**src/rtl/nco_sweep_ctrl.sv**
```systemverilog
// Drives NCO freq/scale/phase through ramp-up, N dwell-held frequency steps and ramp-down.
// Latency: outputs registered, first update on the start edge; no backpressure, start is ignored while busy.
module nco_sweep_ctrl #(
    parameter int FREQ_WIDTH  = 32,
    parameter int SCALE_WIDTH = 16,
    parameter int PHASE_WIDTH = 13,
    parameter int CNT_WIDTH   = 16
) (
    input  logic                   clk,
    input  logic                   rst,
    input  logic                   start,
    input  logic                   abort,
    input  logic [FREQ_WIDTH-1:0]  cfg_f_start,
    input  logic [FREQ_WIDTH-1:0]  cfg_f_step,
    input  logic [CNT_WIDTH-1:0]   cfg_num_steps,
    input  logic [CNT_WIDTH-1:0]   cfg_dwell,
    input  logic [SCALE_WIDTH-1:0] cfg_scale,
    input  logic [SCALE_WIDTH-1:0] cfg_scale_step,
    input  logic [PHASE_WIDTH-1:0] cfg_phase,
    output logic [FREQ_WIDTH-1:0]  freq_out,
    output logic [SCALE_WIDTH-1:0] scale_out,
    output logic [PHASE_WIDTH-1:0] phase_out,
    output logic [CNT_WIDTH-1:0]   step_idx,
    output logic                   busy,
    output logic                   done
);

    typedef enum logic [2:0] {IDLE, RAMP_UP, SWEEP, RAMP_DOWN, DONE} state_t;

    // Counts are stored as "last index" so a zero count naturally behaves as one.
    typedef struct packed {
        logic [FREQ_WIDTH-1:0]  f_step;
        logic [CNT_WIDTH-1:0]   last_step;
        logic [CNT_WIDTH-1:0]   dwell_last;
        logic [SCALE_WIDTH-1:0] scale;
        logic [SCALE_WIDTH-1:0] scale_step;
    } shadow_t;

    state_t                 state;
    shadow_t                shadow;
    logic [CNT_WIDTH-1:0]   dwell_cnt;
    logic [SCALE_WIDTH:0]   ramp_sum;
    logic [SCALE_WIDTH-1:0] ramp_up_nxt;
    logic [SCALE_WIDTH-1:0] ramp_dn_nxt;

    always_comb begin
        ramp_sum    = {1'b0, scale_out} + {1'b0, shadow.scale_step};
        ramp_up_nxt = ramp_sum[SCALE_WIDTH-1:0];
        ramp_dn_nxt = scale_out - shadow.scale_step;
        if (shadow.scale_step == '0 || ramp_sum >= {1'b0, shadow.scale})
            ramp_up_nxt = shadow.scale;
        if (shadow.scale_step == '0 || scale_out <= shadow.scale_step)
            ramp_dn_nxt = '0;
    end

    always_ff @(posedge clk) begin
        if (!rst) begin
            state     <= IDLE;
            shadow    <= '0;
            dwell_cnt <= '0;
            freq_out  <= '0;
            scale_out <= '0;
            phase_out <= '0;
            step_idx  <= '0;
            busy      <= 1'b0;
            done      <= 1'b0;
        end else begin
            done <= 1'b0;
            case (state)
                IDLE: begin
                    if (start) begin
                        shadow.f_step     <= cfg_f_step;
                        shadow.last_step  <= (cfg_num_steps == '0) ? '0 : cfg_num_steps - CNT_WIDTH'(1);
                        shadow.dwell_last <= (cfg_dwell == '0) ? '0 : cfg_dwell - CNT_WIDTH'(1);
                        shadow.scale      <= cfg_scale;
                        shadow.scale_step <= cfg_scale_step;
                        freq_out          <= cfg_f_start;
                        phase_out         <= cfg_phase;
                        scale_out         <= '0;
                        step_idx          <= '0;
                        dwell_cnt         <= '0;
                        busy              <= 1'b1;
                        state             <= RAMP_UP;
                    end
                end
                RAMP_UP: begin
                    if (abort) begin
                        state <= RAMP_DOWN;
                    end else begin
                        scale_out <= ramp_up_nxt;
                        if (ramp_up_nxt == shadow.scale)
                            state <= SWEEP;
                    end
                end
                SWEEP: begin
                    if (abort) begin
                        state <= RAMP_DOWN;
                    end else if (dwell_cnt == shadow.dwell_last) begin
                        dwell_cnt <= '0;
                        if (step_idx == shadow.last_step) begin
                            state <= RAMP_DOWN;
                        end else begin
                            freq_out <= freq_out + shadow.f_step;
                            step_idx <= step_idx + CNT_WIDTH'(1);
                        end
                    end else begin
                        dwell_cnt <= dwell_cnt + CNT_WIDTH'(1);
                    end
                end
                RAMP_DOWN: begin
                    scale_out <= ramp_dn_nxt;
                    if (ramp_dn_nxt == '0) begin
                        done  <= 1'b1;
                        state <= DONE;
                    end
                end
                DONE: begin
                    busy  <= 1'b0;
                    state <= IDLE;
                end
                default: state <= IDLE;
            endcase
        end
    end

endmodule

```
**config.mk**
```make
export PLATFORM = sky130hd
export DESIGN_NAME = nco_sweep_ctrl
export DESIGN_NICKNAME = d
export VERILOG_FILES = /design/src/rtl/nco_sweep_ctrl.sv
export SDC_FILE = /design/constraint.sdc
export NUM_CORES = 1
export LEC_CHECK = 0
export ABC_AREA = 1
export ABC_CLOCK_PERIOD_IN_PS = 5600
export BUFFER_PORTS_ARGS = -buffer_cell sky130_fd_sc_hd__buf_4
export CORE_MARGIN = 3
export CORE_UTILIZATION = 50
export DETAILED_ROUTE_END_ITERATION = 12
export PLACE_DENSITY_LB_ADDON = 0.2
export SLEW_MARGIN = 20
export SYNTH_ARGS = -nofsm -noshare
export SYNTH_HDL_FRONTEND = slang
export SYNTH_SLANG_ARGS = --single-unit
```
**constraint.sdc**
```tcl
create_clock -name clk -period 5.6 [get_ports clk]
set_input_delay 0.56 -clock clk [delete_from_list [all_inputs] [get_ports clk]]
set_output_delay 0.56 -clock clk [all_outputs]
set_load 0.01 [all_outputs]
```
== Yosys cells after proc, flatten, opt, wreduce, memory -nomap -nowiden ==
Index checks and enable logic that the tools add are counted.

* Add/sub/neg operators: 7
* Mux-type cells: 30
* Equal/unequal tests: 16
* Reductions and logical operators: 17
* Magnitude comparators: 2

{| class="wikitable"
|+ Operators with widths
! kind !! number
|-
| 16-bit 2-to-1 mux || 11
|-
| 32-bit 2-to-1 mux || 4
|-
| 16-bit zero test || 4
|-
| 16-bit one-hot mux with 2 select lines || 2
|-
| 32-bit one-hot mux with 2 select lines || 1
|-
| 16-bit equality test || 3
|-
| 16-bit one-hot mux with 3 select lines || 1
|-
| 16-bit by 1-bit adder with 16-bit output, second input constant || 2
|-
| 32-bit adder || 1
|-
| 16-bit by 1-bit subtractor with 16-bit output, second input constant || 2
|-
| 3-bit 2-to-1 mux || 7
|-
| 16-bit by 16-bit adder with 17-bit output || 1
|-
| 17-bit by 16-bit >= comparator with 1-bit output || 1
|-
| 16-bit less-or-equal comparator || 1
|-
| 16-bit subtractor || 1
|-
| 2-bit inequality test, second input constant || 6
|-
| 3-bit one-hot mux with 4 select lines || 1
|-
| 5-bit AND reduction || 2
|-
| 3-bit inequality test, second input constant || 3
|-
| 3-bit by 2-bit equality test with 1-bit output, second input constant || 2
|-
| 2-bit AND reduction || 3
|-
| 3-bit AND reduction || 2
|-
| 2-bit nonzero test || 2
|-
| 3-bit by 1-bit equality test with 1-bit output, second input constant || 1
|-
| 6 further kinds || 8
|}

* Word-level logic and storage cells: 85
* Register bits after elaboration: 194
* Input bits: 145
* Output and inout port bits: 79

== Depth between registers and ports, before layout ==
Gate-level depths: netlist of run 1.

* Depth in word-level cells: 8
* Mapped depth: 34

== Least setup slack after synthesis of run 1 ==
Ideal clock, no wire load.

* Path type: reg-to-reg
* Start: reg scale_out[0]
* End: reg state[1]
* Cell stages (with the launch flop): 32
* Data arrival time: 3350 ps
* Period minus slack after synthesis: 3464 ps
* Slack: 2136 ps
* Library setup time: 114 ps
* Required time: 5486 ps
* Buffers on the path: 1
* Path through: dfxtp_1 ha_1 inv_1 fa_1 inv_1 nand2_1 nand3_4 nand2_1 nand3_1 xnor2_1 ha_1 nand2_1 inv_1 a21oi_1 nand2_1 nand2_1 nand2_1 nand2_1 nand2_1 nand2_1 clkbuf_1 nand4_1 o21ai_1 nor2_1 nand2_1 nor2_1 nand2_1 nand2_1 nand2_2 nand2_1 nand2_1 nor2_2

* Cells in the longest elaborated chain, start to end: 7
* Elaborated cells between the ends (all ways): 13

{| class="wikitable"
|+ RTL lines
! what !! line !! source
|-
| start, declared || 21 || <nowiki>output logic [SCALE_WIDTH-1:0] scale_out,</nowiki>
|-
| start signal, assigned || 90 || <nowiki>scale_out <= ramp_up_nxt;</nowiki>
|-
| start signal, assigned || 111 || <nowiki>scale_out <= ramp_dn_nxt;</nowiki>
|-
| 16-bit by 16-bit adder with 17-bit output || 47 || <nowiki>ramp_sum = {1'b0, scale_out} + {1'b0, shadow.scale_step};</nowiki>
|-
| 17-bit by 16-bit >= comparator with 1-bit output || 50 || <nowiki>if (shadow.scale_step == '0 || ramp_sum >= {1'b0, shadow.scale})</nowiki>
|-
| 1-bit logical OR || 50 ||
|-
| 16-bit 2-to-1 mux || 50 ||
|-
| 16-bit equality test || 91 || <nowiki>if (ramp_up_nxt == shadow.scale)</nowiki>
|-
| 3-bit inequality test (no line) || -- ||
|-
| 5-bit AND reduction (no line) * || -- ||
|-
| end signal, assigned || 58 || <nowiki>state <= IDLE;</nowiki>
|-
| end signal, assigned || 92 || <nowiki>state <= SWEEP;</nowiki>
|-
| end signal, assigned || 97 || <nowiki>state <= RAMP_DOWN;</nowiki>
|-
| end, declared || 39 || <nowiki>state_t state;</nowiki>
|}

Every way passes the cells marked *; elsewhere a longest branch is shown, timed or not.
A chain may end at the register's enable or synchronous reset.

== Worst setup path in the final report of run 1 ==
* Start: reg scale_out[0]
* End: reg scale_out[11]

* Cells in the longest elaborated chain, start to end: 6
* Elaborated cells between the ends (all ways): 10

{| class="wikitable"
|+ RTL lines
! what !! line !! source
|-
| 16-bit by 16-bit adder with 17-bit output || 47 ||
|-
| 17-bit by 16-bit >= comparator with 1-bit output || 50 ||
|-
| 1-bit logical OR || 50 ||
|-
| 16-bit 2-to-1 mux || 50 ||
|-
| 16-bit 2-to-1 mux || 87 || <nowiki>if (abort) begin</nowiki>
|-
| 16-bit one-hot mux with 3 select lines * || 69 || <nowiki>case (state)</nowiki>
|}

Every way passes the cells marked *; elsewhere a longest branch is shown, timed or not. The select of a mux whose other input is x is not followed.

==> metrics, run 1 <==
clock sink total 194; first-pass GRT wire length 65,700 µm; Synth area leaders dfxtp_1 (29%), nand2_1 (13%), a21oi_1 (8.4%); Startpoint Class flop; number of synthesis warnings 0; sequential area share after synthesis 29.4%; Async SR Flop Fraction 0%; Vias 13,700; layout cells sized above 1 16.3%; Leak 7.25 nW; initial DRC count 1,021; Final Hold Vio Count 0; DP Area 15,000 µm²; Synth area leader dfxtp_1; root buf cell clkbuf_16; final setup violation count 0; Max-Cap Viols 0; Total GRT Usage 28.0%; number of antenna violations at the first check in global routing 0; TritonCTS clock tree done; Req. time, crit path 5940 ps; EDFF count, synth 0; core area 25,500 µm²; syn_area_per_cell 6.73 µm²; Buf+Inv Stages, Crit Path 4; footprint of the multi-input gates 8170 µm²; drt total wl 40,800 µm; ANT cells 0; worst-path maximum fanout 33; Final nets 2,364; post-CTS setup buffers 0; Rows 58; Die Y 169 µm; synthesized instance count 1,964; outcome finished, final reports clean; post-route minimum period 4770 ps; fin crit share 85.1%; setup tns final 0 ps; largest net degree at the start of global routing 97; First-pass DRT Iterations 8; RSZ-0062 raised after global routing false; top cell type's share of synthesized area 29.4%; Clock Latency Late Sink 460 ps; library cells used by synthesis 61; # H-tree levels 4; Post-synth top cells nand2_1 (453), a21oi_1 (223), dfxtp_1 (194), inv_1 (192), nor2_1 (162); Crit path max-delay family simple AND/OR/NAND/NOR gates; pwr dens 575 nW/µm²; CP cell instances ha_1, inv_1, fa_1, inv_1, nand3_1, nand3_2, xor2_1, inv_1, ha_1, nand2_1, nand2_1, a21oi_1, nand2_1, nand2_1, nand2_1, nand2_1, nand2_1, nand2_1, nand2_4, o211ai_1, o311ai_1, o211ai_1, inv_1; die width 169 µm; most frequent cell after synthesis nand2_1; most frequent CP cell nand2_1; #FFs+latches synth 194; die area 28,400 µm²; detailed placer's ending HPWL 30,700 µm; initial core utilization 51.7%; post-route design area 15,600 µm²; Clock Skews 25.3 ps; GPL Wtd Cong 0.988; WS Path Type flop to flop; Setup WS post-layout 834 ps; DR WL/cell 16.5 µm; Remaining DRCs 0; Slew HR 27.0%; Filler Cell Count 2,469; gr ovfl total 0; DRT antenna net count 0; Slew Viols, Final 0; vias in the first global route 13,200; CTS Buffer Depth 2; DP Worst Slack 1050 ps; slowest stage delay, CP 800 ps; maximum VDD drop 0.607 mV; Max Freq 210 MHz; area grow syn2layout 18.3%; Worst Tran Pin Value 1090 ps; num ports 224; clock-pin transition on the worst setup and hold timing paths 90 ps; # hold bufs at CTS 0; Slowest-stage cell, CP nand2_1; number of gates resized after CTS 0; worst hold path type input port to flop; number of buffers added on ports 223; syn nets 2,195; fin util 61.2%; Vias/cell 5.51; Num CTS Buffers 17; register area 3880 µm²; ys flop type dfxtp_1; worst path arrival time 5100 ps; critical path capture point type flop; Post-Synthesis Cell Area 13,200 µm²
[area by class of cell]
| class | instances | share of cell area (%) |
|---|---|---|
| timing repair buffer | 229 | 11.0 |
| clock inverter | 15 | 1.51 |
| sequential | 194 | 24.8 |
| tap | 330 | 2.64 |
| clock buffer | 17 | 2.72 |
| inverter | 209 | 5.04 |
| multi-input combinational | 1482 | 52.3 |
[path summary, 6_finish.rpt]
path / from / to / slack, ps / cells past startpoint
worst max register to register: scale_out[0] / scale_out[11] / 830 / 23
worst min-delay path: cfg_dwell[0] / shadow[32] / 300 / 2
worst min register to register: shadow[67] / shadow[67] / 470 / 2
worst max-delay path: scale_out[0] / scale_out[11] / 830 / 23
[layer usage]
layer | track usage [%] | up-vias | wire [µm]
met2 | 48.0 | 433 | 19400
met1 | 35.7 | 6275 | 17800
met4 | 10.6 | 0 | 1420
met3 | 4.25 | 91 | 2240
li1 | - | 6851 | -
met5 | 0 | - | 0
[cells in the final DEF, fill, tap and decap left out, types with 52 or more instances in the layout]
cell type and instances:
o21ai_0 127, buf_4 229, nand2_1 453, nor2_1 162, nand3_1 82, dfxtp_1 194, xor2_1 52, a21oi_1 223
inv_1 191, ha_1 83
[state kept, by name (all words and copies together) (netlist names)]
name,count
scale_out,16
freq_out,32
phase_out,13
step_idx,16
busy,1
shadow,96
state,3
done,1
dwell_cnt,16
[kinds of logic (layout without fill, tap and decap cells)]
| kind of cell | count (synthesis) | after routing | share of synthesized area, % |
|---|---|---|---|
| xor+xnor | 86 | 86 | 5.81 |
| flops | 194 | 194 | 29.4 |
| simple gates | 849 | 849 | 28.4 |
| fa+ha+maj | 86 | 86 | 8.31 |
| compound gates | 461 | 461 | 19.2 |
| buf+inv | 288 | 470 | 8.81 |
[worst reg2reg max path, cell delays in order, from the launching register on]
cell and delay [ps]:
dfxtp_1 410, ha_1 200, inv_1 70, fa_1 410, inv_1 150, nand3_1 110, nand3_2 130, xor2_1 320
inv_1 130, ha_1 310, nand2_1 70, nand2_1 50, a21oi_1 130, nand2_1 70, nand2_1 60, nand2_1 50
nand2_1 50, nand2_1 50, nand2_1 800, nand2_4 430, o211ai_1 350, o311ai_1 140, o211ai_1 130, inv_1 60
[report_power, final]
part / internal (mW) / switching [mW] / total, mW
combinational: 1.84 / 3.75 / 5.59
clock: 0.670 / 0.698 / 1.37
sequential: 1.73 / 0.309 / 2.04
[metrics by stage]
step	instances	hold slack (ps)	power, mW
floorplan	1964	442	6.09
global placement	2444	453	7.49
detailed placement	2444	459	7.54
CTS	2476	294	8.93
global route	2476	293	9.75
finish	2476	304	8.99
(Power assumes the default switching activity.)
==> inputs of run 2 (changes only) <==
Settings changed: ABC_AREA 1 to default.
==> metrics, run 2 <==
syn_area_per_cell 7.73 µm²; Slew Viols, Final 0; drt total wl 39,300 µm; CTS Buffer Depth 2; Switch Pwr 3.21 mW; Die Y 164 µm; number of synthesis warnings 0; HP Start cfg_num_steps[0]; R2R Path End state[1]; detailed placer's ending HPWL 29,100 µm; Startpoint Class flop; critical path capture point type flop; initial core utilization 51.0%; library cells used by synthesis 82; GPL Wtd Cong 0.948; root buf cell clkbuf_16; RSZ-0062 raised after global routing false; Remaining DRCs 0; final setup violation count 0; num ports 224; gr ovfl total 0; Synth area leader dfxtp_1; layout cells sized above 1 16.5%; worst-path maximum fanout 13; area grow syn2layout 20.1%; ys flop type dfxtp_1; Buf+Inv Stages, Crit Path 2; DP Worst Slack 613 ps; worst hold path type input port to flop; Int Pwr 3.86 mW; R2R cell count 17; commonest non-fill, non-tap cell in the layout nand2_1; setup tns final 0 ps; register area 3880 µm²; most frequent cells in the layout nand2_1 (267), buf_4 (236), dfxtp_1 (194); area share of fa/ha/maj cells after synthesis 8.84%; Worst Tran Pin Value 988 ps; Clock Latency Late Sink 440 ps; Max-Cap Viols 0; Layout Cells excl Fill 2,120; syn nets 1,839; Post-synth top cells nand2_1 (268), dfxtp_1 (194), a21oi_1 (152), nor2_1 (119), xnor2_1 (99); maximum VDD drop 0.248 mV; top cell type's share of synthesized area 31.2%; DRT antenna net count 0; Net Sw Frac 45.4%; initial DRC count 865; DR WL/cell 18.5 µm; Vias 12,200; Final Hold Vio Count 0; clock power share 18.5%; Max Freq 198 MHz; TritonCTS clock tree done; Reg power frac 27.5%; most frequent CP cell ha_1; Setup WS post-layout 542 ps; EDFF count, synth 0; post-synthesis compound-gate area fraction 20.8%; # hold bufs at CTS 0; Total GRT Usage 28.7%; CP cell instances ha_1, inv_1, fa_1, or2_4, a211o_1, a22o_1, a21oi_2, o32ai_1, nor3b_2, ha_1, o21a_1, o21ai_0, a311oi_1, or4_1, buf_4, nor4_1, a2111oi_4; # H-tree levels 4; First-pass DRT Iterations 7; Slowest-stage cell, CP or4_1; outcome finished, final reports clean; footprint of the multi-input gates 7990 µm²; Leak 6.10 nW; DP Cell Count 2,087; Gate power share 54.0%; Hold EP shadow[48]; WP depth 17; Req. time, crit path 5900 ps; post-route minimum period 5060 ps; WS Path Type flop to flop; Num CTS Buffers 17; post-CTS setup buffers 0; reg2reg setup slack 540 ps; core area 24,400 µm²; Slew HR 32.4%; Crit path max-delay family simple AND/OR/NAND/NOR gates; number of gates resized after CTS 0; pwr dens 474 nW/µm²; slowest stage delay, CP 710 ps; Post-Synthesis Cell Area 12,400 µm²; Synth area leaders dfxtp_1 (31%), ha_1 (8.4%), nand2_1 (8.1%); Filler Cell Count 2,260; largest family of logic cells by synthesized area simple AND/OR/NAND/NOR gates; largest net degree at the start of global routing 82; Vias/cell 5.75; Worst R2R Start shadow[0]; hold depth 2; clock-pin transition on the worst setup and hold timing paths 80 ps; die area 26,800 µm²; die width 164 µm; Async SR Flop Fraction 0%; multiplexer share of the synthesized area 1.25%; simple-gate share of the synthesized area 22.9%; worst path arrival time 5350 ps; vias in the first global route 11,600; #FFs+latches synth 194; most frequent cell after synthesis nand2_1; number of antenna violations at the first check in global routing 0; hold slack 339 ps; fin crit share 90.3%; Largest Register shadow; first-pass GRT wire length 61,200 µm; number of buffers added on ports 223; Regs by FF count shadow: 96 flops, freq_out: 32 flops; synthesized instance count 1,608; max FFs per register 96; Post-Synth XOR/XNOR Area 10.3%; clock sink total 194; Clock Skews 22.8 ps; Rows 57; sequential area share after synthesis 31.2%; Final nets 2,013
==> run 2: worst reg2reg max path: stages (launching register included) <==
cell and delay (ps):
dfxtp_1 380, ha_1 250, inv_1 70, fa_1 420
or2_4 280, a211o_1 300, a22o_1 260, a21oi_2 200
o32ai_1 110, nor3b_2 310, ha_1 330, o21a_1 110
o21ai_0 230, a311oi_1 80, or4_1 710, buf_4 290
nor4_1 460, a2111oi_4 140
==> run 2: power by group through the flow <==
| stage | combinational (mW) | clock [mW] | sequential (mW) |
|---|---|---|---|
| 2_1_floorplan | 2.60 | 0 | 1.93 |
| 3_3_place_gp | 3.73 | 0 | 1.96 |
| 3_5_place_dp | 3.75 | 0 | 1.97 |
| 4_1_cts | 3.78 | 1.33 | 1.94 |
| 5_1_grt | 4.18 | 1.39 | 1.98 |
| 6_report | 3.82 | 1.31 | 1.94 |
==> run 2: worst max-delay path by stage <==
stage / slack (ps) / startpoint / endpoint
4_1_cts: 570 / shadow[8] / state[1]
5_1_grt: 220 / shadow[8] / state[1]
6_report: 540 / shadow[0] / state[1]
2_1_floorplan: 1130 / scale_out[0] / scale_out[12]
3_5_place_dp: 610 / shadow[8] / state[1]
3_3_place_gp: 740 / shadow[8] / scale_out[10]
==> run 2: logic make-up (layout without fill, tap and decap cells) <==
group / count (synthesis) / in the layout
mux: 15 / 15
fa+ha+maj: 86 / 86
buf+inv: 146 / 333
xor+xnor: 144 / 144
compound gates: 415 / 415
flops: 194 / 194
simple gates: 608 / 608
other cells: 0 / 1
==> run 2: cell type report <==
type | instances | area share [%]
multi-input cells | 1268 | 53.5
flip-flops and latches | 194 | 26.0
repair buffers | 236 | 11.9
clock buffers | 17 | 2.85
well taps | 324 | 2.72
inverters | 65 | 1.64
clock inverters | 15 | 1.37
diodes | 1 | 0.0168
==> run 2: metal layers <==
layer	GRT usage [%]	share of wire (%)	vias to the layer above
li1	-	-	6019
met1	36.9	43	5727
met2	48.3	48	388
met3	6.21	6.5	65
met4	8.92	2.6	0
met5	0	0	-
==> run 2: through the flow <==
stage	power, mW	util, %	area, µm²
finish	7.07	61.2	14900
global route	7.55	61.2	14900
CTS	7.05	61.2	14900
detailed placement	5.72	58.6	14300
global placement	5.68	58.6	14300
floorplan	4.53	-	12400
